<file path="src/rtl/param_alu_ctrl.sv">
// Multi-cycle ALU controller: IDLE -> CALC -> DONE handshake; MUL is a shift-add over WIDTH cycles.
// Define ALU_FLAGS_EN to add the registered flags[2:0] = {ovf, carry, zero} output.
module param_alu_ctrl #(
  parameter int unsigned WIDTH = 8
) (
  input  logic               clk,
  input  logic               rst_n,
  input  logic [2:0]         op,
  input  logic [WIDTH-1:0]   a_in,
  input  logic [WIDTH-1:0]   b_in,
  input  logic               ok,
  input  logic               ack,
  output logic [2*WIDTH-1:0] out,
  output logic               busy,
  output logic               done
`ifdef ALU_FLAGS_EN
  ,
  output logic [2:0]         flags
`endif
);

  localparam int unsigned CW = (WIDTH > 1) ? $clog2(WIDTH) : 1;

  typedef enum logic [1:0] {
    S_IDLE = 2'd0,
    S_CALC = 2'd1,
    S_DONE = 2'd2
  } state_e;

  typedef enum logic [2:0] {
    OP_NOP = 3'b000,
    OP_ADD = 3'b001,
    OP_MUL = 3'b010,
    OP_AND = 3'b011,
    OP_OR  = 3'b100,
    OP_NOR = 3'b101,
    OP_XOR = 3'b110,
    OP_SUB = 3'b111
  } op_e;

  state_e             r_state;
  state_e             w_next;
  op_e                r_op;
  logic [WIDTH-1:0]   r_a;
  logic [WIDTH-1:0]   r_b;
  logic [2*WIDTH-1:0] r_acc;
  logic [2*WIDTH-1:0] r_mcand;
  logic [WIDTH-1:0]   r_mplier;
  logic [CW-1:0]      r_cnt;
  logic [2*WIDTH-1:0] r_out;

  logic               w_start;
  logic               w_calc_last;
  logic [WIDTH:0]     w_sum;
  logic [WIDTH:0]     w_diff;
  logic [2*WIDTH-1:0] w_acc_next;
  logic [2*WIDTH-1:0] w_result;

  assign w_start     = (r_state == S_IDLE) && ok && (op != OP_NOP);
  // MUL finishes on the cycle that consumes the last multiplier bit; everything else takes one cycle.
  assign w_calc_last = (r_op != OP_MUL) || (r_cnt == CW'(WIDTH - 1));

  assign w_sum      = {1'b0, r_a} + {1'b0, r_b};
  assign w_diff     = {1'b0, r_a} - {1'b0, r_b};
  assign w_acc_next = r_acc + (r_mplier[0] ? r_mcand : '0);

  always_comb begin
    w_result = '0;
    case (r_op)
      OP_ADD:  w_result = {{(WIDTH-1){1'b0}}, w_sum};
      OP_SUB:  w_result = {{(WIDTH-1){1'b0}}, w_diff};
      OP_MUL:  w_result = w_acc_next;
      OP_AND:  w_result = {{WIDTH{1'b0}}, r_a & r_b};
      OP_OR:   w_result = {{WIDTH{1'b0}}, r_a | r_b};
      OP_NOR:  w_result = {{WIDTH{1'b0}}, ~(r_a | r_b)};
      OP_XOR:  w_result = {{WIDTH{1'b0}}, r_a ^ r_b};
      default: w_result = '0;
    endcase
  end

  always_ff @(posedge clk or negedge rst_n) begin
    if (!rst_n) begin
      r_state <= S_IDLE;
    end else begin
      r_state <= w_next;
    end
  end

  always_comb begin
    w_next = r_state;
    case (r_state)
      S_IDLE:  if (w_start) w_next = S_CALC;
      S_CALC:  if (w_calc_last) w_next = S_DONE;
      S_DONE:  if (ack) w_next = S_IDLE;
      default: w_next = S_IDLE;
    endcase
  end

  always_ff @(posedge clk or negedge rst_n) begin
    if (!rst_n) begin
      r_op     <= OP_NOP;
      r_a      <= '0;
      r_b      <= '0;
      r_acc    <= '0;
      r_mcand  <= '0;
      r_mplier <= '0;
      r_cnt    <= '0;
      r_out    <= '0;
    end else if (w_start) begin
      r_op     <= op_e'(op);
      r_a      <= a_in;
      r_b      <= b_in;
      r_acc    <= '0;
      r_mcand  <= {{WIDTH{1'b0}}, a_in};
      r_mplier <= b_in;
      r_cnt    <= '0;
    end else if (r_state == S_CALC) begin
      if (r_op == OP_MUL) begin
        r_acc    <= w_acc_next;
        r_mcand  <= r_mcand << 1;
        r_mplier <= r_mplier >> 1;
        r_cnt    <= r_cnt + CW'(1);
      end
      if (w_calc_last) begin
        r_out <= w_result;
      end
    end
  end

  assign out  = r_out;
  assign busy = (r_state != S_IDLE);
  assign done = (r_state == S_DONE);

`ifdef ALU_FLAGS_EN
  logic [2:0] r_flags;
  logic       w_ovf;
  logic       w_carry;

  always_comb begin
    w_ovf   = 1'b0;
    w_carry = 1'b0;
    case (r_op)
      OP_ADD: begin
        w_carry = w_sum[WIDTH];
        w_ovf   = (r_a[WIDTH-1] == r_b[WIDTH-1]) && (w_sum[WIDTH-1] != r_a[WIDTH-1]);
      end
      OP_SUB: begin
        w_carry = w_diff[WIDTH];
        w_ovf   = (r_a[WIDTH-1] != r_b[WIDTH-1]) && (w_diff[WIDTH-1] != r_a[WIDTH-1]);
      end
      default: begin
        w_ovf   = 1'b0;
        w_carry = 1'b0;
      end
    endcase
  end

  always_ff @(posedge clk or negedge rst_n) begin
    if (!rst_n) begin
      r_flags <= '0;
    end else if ((r_state == S_CALC) && w_calc_last) begin
      r_flags <= {w_ovf, w_carry, (w_result == '0)};
    end
  end

  assign flags = r_flags;
`endif

endmodule

</file>
<file path="config.mk">
export PLATFORM = sky130hd
export DESIGN_NAME = param_alu_ctrl
export DESIGN_NICKNAME = d
export VERILOG_FILES = /design/src/rtl/param_alu_ctrl.sv
export SDC_FILE = /design/constraint.sdc
export NUM_CORES = 1
export LEC_CHECK = 0
export CAP_MARGIN = 0
export CORE_MARGIN = 1.5
export CORE_UTILIZATION = 35
export DETAILED_ROUTE_END_ITERATION = 12
export DONT_BUFFER_PORTS = 1
export PLACE_DENSITY = 0.55
export SLEW_MARGIN = 20
export SYNTH_ARGS = -nofsm -noshare
export SYNTH_HDL_FRONTEND = slang
export SYNTH_SLANG_ARGS = --single-unit
</file>
<file path="constraint.sdc">
create_clock -name clk -period 7.8 [get_ports clk]
set_clock_uncertainty 0.1 [all_clocks]
set_input_delay 0.39 -clock clk [delete_from_list [all_inputs] [get_ports clk]]
set_output_delay 0.39 -clock clk [all_outputs]
set_load 0.01 [all_outputs]
</file>
==> run summary <==
Status: completed
CTS root buffer: clkbuf_16
Count of final max-slew check failures: 0
# setup viols final: 0
TritonCTS clock tree: yes
Comb pwr share: 0.479
Initial antenna violation count: 0
Hold_sp: ack
Count of unique library cells instantiated by Yosys: 57
Total detailed-routing wirelength: 11900 µm
Worst reg2reg endpoint: out[8]
Yosys top cell area share: 0.407
PD cells: 394 nW/µm²
Yosys reg bits: 80
Post-synth EDFFs: 0
Clock network power share: 0.195
Max-cap violations: 0
Clock buffer depth: 2
Post-synthesis cell count: 512
Area Growth Syn to Fin: 9.40%
Lkg Pwr: 2.50 nW
CP Max Fanout: 26
Die Width: 122 µm
I/O Pins: 41
Fmax achieved: 285 MHz
Worst Setup Path Type: reg -> reg
1st-pass router iterations: 5
Cell Area, Synth: 4920 µm²
H-tree depth: 3
First DRT Iteration DRCs: 276
DPL Wire Length: 8650 µm
Async set-reset flop share out of synthesis: 1.00
Antenna diode count: 0
Total grt overflow: 0
CP Data Required Time: 7.90 ns
Setup_tns: 0 ns
Gp weighted congestion: 0.885
NetSw: 0.000902 W
Drc violations: 0
Net Sw Frac: 0.426
GR Util All Layers: 0.172
Worst hold slack: 0.0673 ns
Core ar.: 13800 µm²
Crit path top cell by count: nor2_1
Nets@finish: 570
First-pass GRT wire length: 19700 µm
Synth area leader: dfrtp_1
Die Span Y: 122 µm
CTS buffer count: 9
Initial core utilization: 0.356
Antenna viol nets, final: 0
Worst hold stages: 1
Crit-path cells: nand3_1 > nor2_1 > a21oi_1 > fa_1 > a211oi_1 > nor2_1 > or4_1 > a31oi_1 > xor2_1 > o221ai_1
R2R depth: 10
Top post-synthesis cells by area: dfrtp_1, ha_1, a22o_1
Final Cycle Share: 0.450
Critical-path top delay cell: dfrtp_1
Fillers: 1378
Arrival @ worst endpoint: 3.62 ns
Synth Flop Type: dfrtp_1
Worst slew pin tran: 0.920 ns
Max VDD drop: 0.191 mV
R2R Setup Slk: 4.29 ns
Most frequent cells after synthesis: dfrtp_1, o21ai_0, nand2_1
Relative slew margins: 0.387
Vias in the first global route: 3581
Hold Path End: r_state[1]
Num Clock Sinks: 80
Post-CTS Setup Repair Bufs: 0
CP startpoint kind: register
Syn_nets: 579
# rows: 43
Crit. End Element: register
Crit path max-delay family: simple AND/OR/NAND/NOR gates
Clock Latency Late Sink: 0.34 ns
RSZ-0062 raised after global routing: false
Hold Fails Final Rpt: 0
Largest net degree at the start of global routing: 81
R2R Path Start: r_op[1]
Mapped Avg Cell Area: 9.62 µm²
Ratio of cells with drive above 1 in the final layout: 0.0554
Wire per inst: 17.4 µm
Seq pwr share: 0.326
Vias per inst: 5.42
WP buf/inv: 0
Clock-pin slew of the registers on the worst-case setup and hold paths: 0.07 ns
Register area share after synthesis: 0.407
Tmin final: 3.51 ns
Max incr delay on CP: 0.83 ns
IO buf count: 0
Internal: 0.00122 W
Routed vias: 3711
Hold WC Path Type: in -> reg
Total Die Area: 14800 µm²
Ys Warns: 0
Top-count cell post-synth: dfrtp_1
==> cells by family after synthesis <==
group,after synthesis,synth area share
XOR/XNOR,23,0.0409
AO/OA/AOI/OAI,179,0.253
adder cells (fa/ha/maj),44,0.115
AND/OR/NAND/NOR,126,0.123
multiplexers,10,0.0203
flip-flops,80,0.407
buffers and inverters,50,0.0412
==> cell type report <==
| cell class | count | area (µm²) | area share |
|---|---|---|---|
| Multi-Input combinational cell | 382 | 2720 | 0.505 |
| Sequential cell | 80 | 2000 | 0.372 |
| Clock buffer | 10 | 239 | 0.0444 |
| Tap cell | 180 | 225 | 0.0418 |
| Inverter | 25 | 93.8 | 0.0174 |
| Timing Repair Buffer | 5 | 60.1 | 0.0111 |
| Clock inverter | 3 | 45.0 | 0.00836 |
==> repair_timing <==
| item | in CTS | in global routing |
|---|---|---|
| hold buffers | 2 | 0 |
| gates resized for setup | 0 | 0 |
| hold endpoints to repair | 80 | 0 |
==> flip-flops by register name, indices dropped and copies added (netlist names) <==
name / flops
out: 16
r_a: 8
r_acc: 16
r_b: 8
r_cnt: 3
r_mcand: 16
r_mplier: 8
r_op: 3
r_state: 2
==> how the worst max path moves through the flow <==
stage | slack, ns | depth (start not counted) | to | startpoint
finish | 4.29 | 10 | out[8] | r_op[1]
global route | 4.00 | 10 | out[8] | r_op[1]
CTS | 4.35 | 10 | out[8] | r_op[1]
detailed placement | 4.37 | 10 | out[8] | r_op[1]
global placement | 4.44 | 10 | out[8] | r_op[1]
floorplan | 4.84 | 12 | out[8] | r_op[1]
==> routing by layer <==
layer / routed length [µm] / track usage
met1: 5850 / 0.257
met2: 5050 / 0.248
met3: 852 / 0.0435
met4: 163 / 0.0441
met5: 0 / 0
==> power by group through the flow <==
stage	Clock (W)	Sequential, W	Combinational [W]
after floorplan	0	0.000619	0.000834
after global placement	0	0.000694	0.000990
after detailed placement	0	0.000698	0.000995
after CTS	0.000424	0.000691	0.00101
after global routing	0.000436	0.000714	0.00114
final	0.000414	0.000691	0.00102
==> through the flow <==
step / setup slack (ns) / instance area, µm² / util / total power, W / std cells
6_report: 4.29 / 5390 / 0.390 / 0.00212 / 685
2_1_floorplan: 4.84 / 4920 / - / 0.00145 / 512
3_5_place_dp: 4.37 / 5070 / 0.366 / 0.00169 / 670
3_3_place_gp: 4.44 / 5070 / 0.366 / 0.00168 / 670
5_1_grt: 4.00 / 5390 / 0.390 / 0.00229 / 685
4_1_cts: 4.35 / 5390 / 0.390 / 0.00213 / 685
==> cell usage in the layout, fill, tap and decap left out, types with 11 or more instances in the layout <==
master / instances
dfrtp_1: 80
o21ai_0: 58
nand2_1: 57
ha_1: 42
a22o_1: 37
inv_1: 25
nor2_1: 18
a21oi_1: 17
and2_1: 16
xnor2_1: 16
a22oi_1: 11
Power figures use the tool's default switching activity.
